$ cat src/rtl/control_pkg.sv
// rtl/control_pkg.sv - shared state codes, opcodes and ALU operations for the multi-cycle control unit
package control_pkg;

   typedef enum logic [3:0] {
      ST_FETCH    = 4'd0,
      ST_DECODE   = 4'd1,
      ST_EXEC_R   = 4'd2,
      ST_ALU_WB   = 4'd3,
      ST_MEM_ADDR = 4'd4,
      ST_MEM_RD   = 4'd5,
      ST_MEM_WB   = 4'd6,
      ST_MEM_WR   = 4'd7,
      ST_BRANCH   = 4'd8,
      ST_ADDI_EX  = 4'd9,
      ST_ADDI_WB  = 4'd10
   } state_t;

   localparam logic [5:0] OP_RTYPE = 6'b000000;
   localparam logic [5:0] OP_LW    = 6'b100011;
   localparam logic [5:0] OP_SW    = 6'b101011;
   localparam logic [5:0] OP_BEQ   = 6'b000100;
   localparam logic [5:0] OP_ADDI  = 6'b001000;

   localparam logic [1:0] ALU_ADD   = 2'b00;
   localparam logic [1:0] ALU_SUB   = 2'b01;
   localparam logic [1:0] ALU_FUNCT = 2'b10;

   // States that hold a memory request open and may time out.
   function automatic logic is_wait_state(input state_t s);
      return (s == ST_FETCH) || (s == ST_MEM_RD) || (s == ST_MEM_WR);
   endfunction

endpackage

$ cat src/rtl/contador_espera.sv
// rtl/contador_espera.sv - memory wait counter; expired flags the last allowed wait cycle
module contador_espera #(
   parameter int WAIT_MAX = 16
) (
   input  logic clk,
   input  logic rst,
   input  logic clr,
   input  logic en,
   output logic expired
);

   localparam int CW = (WAIT_MAX > 1) ? $clog2(WAIT_MAX) : 1;
   localparam logic [CW-1:0] LAST = (WAIT_MAX > 0) ? CW'(WAIT_MAX - 1) : '0;

   logic [CW-1:0] cnt_q, cnt_d;

   always_comb begin
      cnt_d = cnt_q;
      if (clr) begin
         cnt_d = '0;
      end else if (en) begin
         cnt_d = cnt_q + CW'(1);
      end
   end

   always_ff @(posedge clk) begin
      if (rst) begin
         cnt_q <= '0;
      end else begin
         cnt_q <= cnt_d;
      end
   end

   // WAIT_MAX of zero means the unit waits on memory forever.
   assign expired = (WAIT_MAX > 0) && (cnt_q == LAST);

endmodule

$ cat src/rtl/unidad_control_multiciclo.sv
// rtl/unidad_control_multiciclo.sv - Moore multi-cycle control unit with memory wait timeout
module unidad_control_multiciclo
   import control_pkg::*;
#(
   parameter int OP_W     = 6,
   parameter int ALUOP_W  = 3,
   parameter int WAIT_MAX = 16,
   parameter int CNT_W    = 32
) (
   input  logic               clk,
   input  logic               rst,
   input  logic [OP_W-1:0]    OPcode,
   input  logic               mem_ready,
   output logic               reg_write,
   output logic [ALUOP_W-1:0] alu_op,
   output logic               mem_read,
   output logic               mem_write,
   output logic               mem_to_reg,
   output logic               ir_write,
   output logic               pc_write,
   output logic               pc_write_cond,
   output logic               alu_src_imm,
   output logic               instr_done,
   output logic               illegal_op,
   output logic               mem_timeout,
   output logic [CNT_W-1:0]   instr_count,
   output logic [3:0]         estado
);

   localparam logic [OP_W-1:0] OPC_R    = OP_W'(OP_RTYPE);
   localparam logic [OP_W-1:0] OPC_LW   = OP_W'(OP_LW);
   localparam logic [OP_W-1:0] OPC_SW   = OP_W'(OP_SW);
   localparam logic [OP_W-1:0] OPC_BEQ  = OP_W'(OP_BEQ);
   localparam logic [OP_W-1:0] OPC_ADDI = OP_W'(OP_ADDI);

   localparam logic [ALUOP_W-1:0] AOP_ADD   = ALUOP_W'(ALU_ADD);
   localparam logic [ALUOP_W-1:0] AOP_SUB   = ALUOP_W'(ALU_SUB);
   localparam logic [ALUOP_W-1:0] AOP_FUNCT = ALUOP_W'(ALU_FUNCT);

   state_t           state_q, state_d;
   logic             store_q, store_d;
   logic             illegal_q, illegal_d;
   logic             timeout_q, timeout_d;
   logic [CNT_W-1:0] count_q;
   logic             waiting, expired, abort, clr_wait;

   assign waiting   = is_wait_state(state_q) && !mem_ready;
   assign abort     = waiting && expired;
   assign timeout_d = abort;
   assign clr_wait  = (state_d != state_q) || abort;

   contador_espera #(
      .WAIT_MAX (WAIT_MAX)
   ) u_espera (
      .clk     (clk),
      .rst     (rst),
      .clr     (clr_wait),
      .en      (waiting),
      .expired (expired)
   );

   always_ff @(posedge clk) begin
      if (rst) begin
         state_q   <= ST_FETCH;
         store_q   <= 1'b0;
         illegal_q <= 1'b0;
         timeout_q <= 1'b0;
         count_q   <= '0;
      end else begin
         state_q   <= state_d;
         store_q   <= store_d;
         illegal_q <= illegal_d;
         timeout_q <= timeout_d;
         if (instr_done) begin
            count_q <= count_q + CNT_W'(1);
         end
      end
   end

   always_comb begin
      state_d       = state_q;
      store_d       = store_q;
      illegal_d     = 1'b0;
      reg_write     = 1'b0;
      alu_op        = AOP_ADD;
      mem_read      = 1'b0;
      mem_write     = 1'b0;
      mem_to_reg    = 1'b0;
      ir_write      = 1'b0;
      pc_write      = 1'b0;
      pc_write_cond = 1'b0;
      alu_src_imm   = 1'b0;
      instr_done    = 1'b0;

      unique case (state_q)
         ST_FETCH: begin
            mem_read = 1'b1;
            if (abort) begin
               state_d = ST_FETCH;
            end else if (mem_ready) begin
               ir_write = 1'b1;
               pc_write = 1'b1;
               state_d  = ST_DECODE;
            end
         end
         ST_DECODE: begin
            // MEM_ADDR needs to know load vs store after OPcode may have moved on.
            store_d = (OPcode == OPC_SW);
            if (OPcode == OPC_R) begin
               state_d = ST_EXEC_R;
            end else if ((OPcode == OPC_LW) || (OPcode == OPC_SW)) begin
               state_d = ST_MEM_ADDR;
            end else if (OPcode == OPC_BEQ) begin
               state_d = ST_BRANCH;
            end else if (OPcode == OPC_ADDI) begin
               state_d = ST_ADDI_EX;
            end else begin
               illegal_d = 1'b1;
               state_d   = ST_FETCH;
            end
         end
         ST_EXEC_R: begin
            alu_op  = AOP_FUNCT;
            state_d = ST_ALU_WB;
         end
         ST_ALU_WB: begin
            reg_write  = 1'b1;
            mem_to_reg = 1'b1;
            alu_op     = AOP_FUNCT;
            instr_done = 1'b1;
            state_d    = ST_FETCH;
         end
         ST_MEM_ADDR: begin
            alu_src_imm = 1'b1;
            state_d     = store_q ? ST_MEM_WR : ST_MEM_RD;
         end
         ST_MEM_RD: begin
            mem_read = 1'b1;
            if (abort) begin
               state_d = ST_FETCH;
            end else if (mem_ready) begin
               state_d = ST_MEM_WB;
            end
         end
         ST_MEM_WB: begin
            reg_write  = 1'b1;
            instr_done = 1'b1;
            state_d    = ST_FETCH;
         end
         ST_MEM_WR: begin
            mem_write = 1'b1;
            if (abort) begin
               state_d = ST_FETCH;
            end else if (mem_ready) begin
               instr_done = 1'b1;
               state_d    = ST_FETCH;
            end
         end
         ST_BRANCH: begin
            pc_write_cond = 1'b1;
            alu_op        = AOP_SUB;
            instr_done    = 1'b1;
            state_d       = ST_FETCH;
         end
         ST_ADDI_EX: begin
            alu_src_imm = 1'b1;
            state_d     = ST_ADDI_WB;
         end
         ST_ADDI_WB: begin
            reg_write   = 1'b1;
            mem_to_reg  = 1'b1;
            alu_src_imm = 1'b1;
            instr_done  = 1'b1;
            state_d     = ST_FETCH;
         end
         default: begin
            state_d = ST_FETCH;
         end
      endcase
   end

   assign illegal_op  = illegal_q;
   assign mem_timeout = timeout_q;
   assign instr_count = count_q;
   assign estado      = state_q;

endmodule

$ cat config.mk
export PLATFORM = sky130hd
export DESIGN_NAME = unidad_control_multiciclo
export DESIGN_NICKNAME = d
export VERILOG_FILES = /design/src/rtl/control_pkg.sv /design/src/rtl/contador_espera.sv /design/src/rtl/unidad_control_multiciclo.sv
export SDC_FILE = /design/constraint.sdc
export NUM_CORES = 1
export LEC_CHECK = 0
export ABC_CLOCK_PERIOD_IN_PS = 4900
export CAP_MARGIN = 0
export CORE_ASPECT_RATIO = 1.25
export CORE_UTILIZATION = 35
export CTS_CLUSTER_SIZE = 28
export DETAILED_ROUTE_END_ITERATION = 8
export PLACE_DENSITY = 0.64
export SLEW_MARGIN = 20
export SYNTH_ARGS = -nofsm -noshare
export SYNTH_HDL_FRONTEND = slang
export SYNTH_HIERARCHICAL = 1
export SYNTH_SLANG_ARGS = --single-unit
$ cat constraint.sdc
create_clock -name clk -period 4.9 [get_ports clk]
set_input_delay 0.735 -clock clk [delete_from_list [all_inputs] [get_ports clk]]
set_output_delay 0.735 -clock clk [all_outputs]
set_load 0.02 [all_outputs]
==> impl_metrics.toml, run 1 <==
[status]
status = "finished, final reports clean"

[timing]
grt_setup_unrepaired = "no"
fin_skew_ns = 0.0147
fin_crit_sh_pct = 62.1
slew_headroom_pct = 34.2
drv_slew = 0
timing.setup.tns_ns = 0
worst_pin_slew_ns = 0.987
min_period_ns = 3.04
setup_violations = 0
fmax_mhz = 329
setup_slack_ns = 1.86
hold_viol = 0

[clocking]
post_cts.repair.setup_buffers = 0
htreeDepth = 2
cts_resized = 0
cts_buffer_depth = 2
root_buffer = "clkbuf_8"
hold_buffers = 0
cts.clk_slew.worst_paths_ns = 0.09
cts_inserted_buffers = 5
clk_latency_ns = 0.30
cts_tree = "done"
clock-sinks = 43

[synth]
ys_seq_area_share_pct = 33.6
yosys_warnings = 6
syn_nets = 312
ys_types = 56
yosysTopAreaCellShare_pct = 33.6
syn_inst = 301
synth_area_leaders = "dfxtp_1 (34%), mux2_2 (6.2%), nor2b_1 (4.2%)"
avgSynthCellArea_um2 = 8.50
syn_area_um2 = 2560
synthArstFlopShare_pct = 0
ys_ff_latch = 43
yosysTopAreaCell = "dfxtp_1"
synth_edf_count = 0
synth_flop_cell = "dfxtp_1"

[critical_path]
worstPathRequired_ns = 4.16
worstPathCellList = "clkdlybuf4s50_1, nand3b_1, a31oi_4, inv_1, clkdlybuf4s50_1"
criticalPathCategory = "in2out"
cp-start-kind = "input pin"
crit_slowest_cell = "clkdlybuf4s50_1"
cp_common_cell = "clkdlybuf4s50_1"
timing.rr.end = "instr_count[22]"
worstSetupStartpoint = "mem_ready"
r2r-start = "estado[0]"
cp.arrival_ns = 2.31
cp.depth = 5
rr_worst_depth = 5
path_buf_inv = 3
path_max_fanout = 7
slowest_delay_ns = 0.53
cpLargestDelayFamily = "buffers and inverters"
critPathCaptureType = "output port"
r2r_slack_ns = 2.68
endpoint = "instr_done"

[power]
p_leak_nw = 1.07
vdd_drop_max_uv = 140
p_per_area_nw_per_um2 = 215

[grt]
grt_antenna_before_repair = 0
grt_overflow = 0
grt_use_total_pct = 15.9
grt_pass1_wl_mm = 10.0
grt_max_degree = 57
grt_pass1_vias = 2115

[placed_design]
port_buffers = 57
pre_cts_slack_ns = 1.86
gp_routability_congestion = 0.738
placedCellCount = 426
place.detailed.hpwl_mm = 4.00

[floorplanning]
fp.dieW_um = 78.5
initial_core_util_pct = 36.5
top_level_ports = 59
rows = 34
core_area_um2 = 7020
die-area_um2 = 7660
die_h_um = 97.6

[finish]
area_growth_pct = 25.3
finish.utilization_pct = 45.7
fillers = 736
instances_no_fill = 434
layout-drive-gt1-share_pct = 10.8
nets = 354
n_antenna_cell = 0

[detailed_routing]
drt_first_pass_iters = 4
drtIter0Drc = 152
routed_wl_mm = 5.93
antenna_left = 0
wl_per_cell_um = 13.7
drc = 0
via_per_inst = 5.48
num_vias = 2378

[hold_path]
hp-class = "reg2reg"

[job]
timing.max_cap.violations = 0
worst reg2reg max path: stages, from the launching register on:
cell     delay [ns]
dfxtp_1        0.72
or2_1          0.26
a31oi_4        0.10
buf_4          0.28
nor4_1         0.38
mux2_2         0.37
sequential cells by signal (all words and copies together) (netlist names):
signal and cells:
instr_count 32, estado 4, store_q 1, u_espera/cnt_q 4
mem_timeout 1, illegal_op 1
worst min path at each step:
stage	endpoint	slack (ns)	cells after the start	startpoint
after global placement	store_q	0.45	2	store_q
after global routing	store_q	0.50	2	store_q
after CTS	store_q	0.47	2	store_q
after detailed placement	store_q	0.46	2	store_q
final	store_q	0.48	2	store_q
after floorplan	store_q	0.43	2	store_q
metal layers:
metal  global-route usage [%]  part of all wire (%)  vias up
met2                     25.8                    48       39
met1                     21.3                    49     1139
li1                         -                     -     1198
met4                     3.70                  0.40        0
met5                        0                     0        -
met3                     3.29                   2.8        2
synthesized netlist by cell type, drive strengths merged (3+ instances only):
library cell / count
or4: 13
nand3b: 3
nor3: 7
nor2b: 17
nor4: 14
nor2: 26
clkbuf: 11
or3: 7
xnor2: 3
mux2i: 3
nand2: 15
and2: 3
nand3: 11
buf: 11
nand2b: 5
dfxtp: 43
nor3b: 4
o31ai: 11
a21oi: 20
nand4: 12
mux2: 15
o21ai: 8
inv: 6
or2: 4
and4: 5
cell families (layout without fill, tap and decap cells):
logic type               after synthesis  after routing  synth area share (%)
AND/OR/NAND/NOR                      152            152                  36.0
AO/OA/AOI/OAI                         52             52                  13.3
flip-flops                            43             43                  33.6
buffers and inverters                 29             72                  6.80
multiplexers                          18             18                  7.78
XOR/XNOR                               4              4                  1.37
adder cells (fa/ha/maj)                2              2                 0.978
other                                  1              1                 0.147
area by class of cell:
class / count / area [µm²] / area share, %
timing repair buffer: 58 / 573 / 17.9
inverter: 6 / 22.5 / 0.703
clock inverter: 3 / 43.8 / 1.37
clock buffer: 5 / 68.8 / 2.15
tap: 90 / 113 / 3.51
sequential: 43 / 861 / 26.9
multi-input combinational: 229 / 1520 / 47.5
stage by stage:
stage	hold slack (ns)	total power (W)	cell area, µm²
floorplan	0.429	0.000399	2560
global placement	0.452	0.000416	3090
detailed placement	0.460	0.000417	3090
CTS	0.475	0.000693	3210
global route	0.500	0.000715	3210
finish	0.480	0.000689	3210
cells in the final DEF, fill, tap and decap left out, types with 5 or more instances in the layout:
master           count
clkdlybuf4s50_1     56
dfxtp_1             43
or4_1               12
nand3_1              9
o21ai_0              8
nand4_1             10
and4_1               5
nand2b_1             5
mux2_2              14
nor2_1              26
inv_1                6
nand2_1             15
or3_1                6
nor3_1               7
clkbuf_8             5
nor4_1              14
a21oi_1             20
o31ai_1             11
nor2b_1             17
power by group:
part | switching (W) | internal (W) | total (W)
registers | 0.00000525 | 0.000351 | 0.000356
clock network | 0.000128 | 0.000152 | 0.000280
logic | 0.0000289 | 0.0000232 | 0.0000521
total | 0.000162 | 0.000526 | 0.000689
No activity file was read; power rests on OpenSTA's default activity.
==> inputs of run 2 (changes only) <==
- ABC_CLOCK_PERIOD_IN_PS: 4900 -> 2700
- PLACE_DENSITY: 0.64 -> 0.67
- clock period: 4.9 -> 2.7 ns (I/O delays scaled with it)
==> impl_metrics.toml, run 2 (synthesis results as in run 1) <==
[job]
timing.max_cap.violations = 0

[detailed_routing]
drc = 0
via_per_inst = 5.51
wl_per_cell_um = 13.5
drtIter0Drc = 120
num_vias = 2412
drt_first_pass_iters = 5
antenna_left = 0
routed_wl_mm = 5.90

[clocking]
cts_tree = "done"
root_buffer = "clkbuf_8"
cts_resized = 0
htreeDepth = 2
cts.clk_slew.worst_paths_ns = 0.08
clk_latency_ns = 0.30
cts_buffer_depth = 2
post_cts.repair.setup_buffers = 0
cts_inserted_buffers = 5
clock-sinks = 43
hold_buffers = 0

[finish]
area_growth_pct = 25.2
n_antenna_cell = 0
fillers = 706
final_cell_mix = "clkdlybuf4s50_1 (56), dfxtp_1 (43), nor2_1 (26), a21oi_1 (20), nor2b_1 (17)"
nets = 358
layout-drive-gt1-share_pct = 11.2
largest_register_ff_count = 32
layout_commonest_cell = "clkdlybuf4s50_1"

[timing]
timing.setup.tns_ns = 0
setup_violations = 0
min_period_ns = 2.54
hold_viol = 0
fmax_mhz = 394
drv_slew = 0
grt_setup_unrepaired = "no"
worst_pin_slew_ns = 0.812
slew_headroom_pct = 45.9
fin_skew_ns = 0.00533
fin_crit_sh_pct = 93.9

[critical_path]
criticalPathCategory = "reg2out"
cp-start-kind = "register"
worstPathCellList = "nand2_1, a211oi_1, clkdlybuf4s50_1"
r2r_slack_ns = 0.59
crit_slowest_cell = "dfxtp_1"
slowest_delay_ns = 0.70
worstPathRequired_ns = 2.30
path_buf_inv = 1
cpLargestDelayFamily = "flip-flops"
critPathCaptureType = "output port"
cp.arrival_ns = 2.13
path_max_fanout = 20

[floorplanning]
die_h_um = 97.6
initial_core_util_pct = 36.5
die-area_um2 = 7660
rows = 34
fp.dieW_um = 78.5
top_level_ports = 59
core_area_um2 = 7020

[hold_path]
hp-class = "reg2reg"

[power]
p_leak_nw = 1.07
p_per_area_nw_per_um2 = 359
vdd_drop_max_uv = 221
total_power_w = 0.00115

[placed_design]
place.detailed.hpwl_mm = 4.12
port_buffers = 57
gp_routability_congestion = 0.749

[grt]
grt_pass1_wl_mm = 9.78
grt_max_degree = 47
grt_pass1_vias = 2102
grt_use_total_pct = 15.8
grt_antenna_before_repair = 0
grt_overflow = 0

[status]
status = "finished, final reports clean"
## run 2: layout make-up
type	count	area (µm²)	share of cell area [%]
clock buffer	7	76.3	2.38
tap	90	113	3.51
sequential	43	861	26.9
multi-input combinational	229	1520	47.6
clock inverter	1	5.00	0.156
timing repair buffer	62	603	18.8
inverter	6	22.5	0.703
## run 2: power by group
part	internal [W]	switching [W]
clock network	0.000182	0.000223
registers	0.000637	0.00000622
logic	0.0000448	0.0000568
## run 2: final timing paths
path / start / endpoint / cells past startpoint
max: estado[2] / mem_read / 3
min: store_q / store_q / 2
max reg2reg: estado[2] / instr_count[26] / 5
min reg2reg: store_q / store_q / 2
## run 2: worst register-to-register path, stage by stage, from the launching register on
cell and delay [ns]:
dfxtp_1 0.70, or2_1 0.25, a31oi_4 0.12, buf_4 0.22, nor4_1 0.35, mux2_2 0.37
## run 2: per-layer routing
| layer | global-route usage (%) | wire length [µm] | up-vias |
|---|---|---|---|
| li1 | - | - | 1197 |
| met3 | 3.29 | 251 | 8 |
| met1 | 20.1 | 2720 | 1150 |
| met2 | 26.2 | 2840 | 57 |
| met4 | 5.13 | 81 | 0 |
| met5 | 0 | 0 | - |
## run 2: stage by stage
step                      worst slack, ns  instances  hold slack (ns)  cell area, µm²  utilization (%)
after detailed placement            0.271        430            0.464            3120             44.5
final                               0.165        438            0.473            3200             45.7
after global placement              0.288        430            0.452            3120             44.5
after global routing               0.0527        438            0.501            3200             45.7
after CTS                           0.132        438            0.475            3200             45.7
after floorplan                     0.646        301            0.429            2560                -
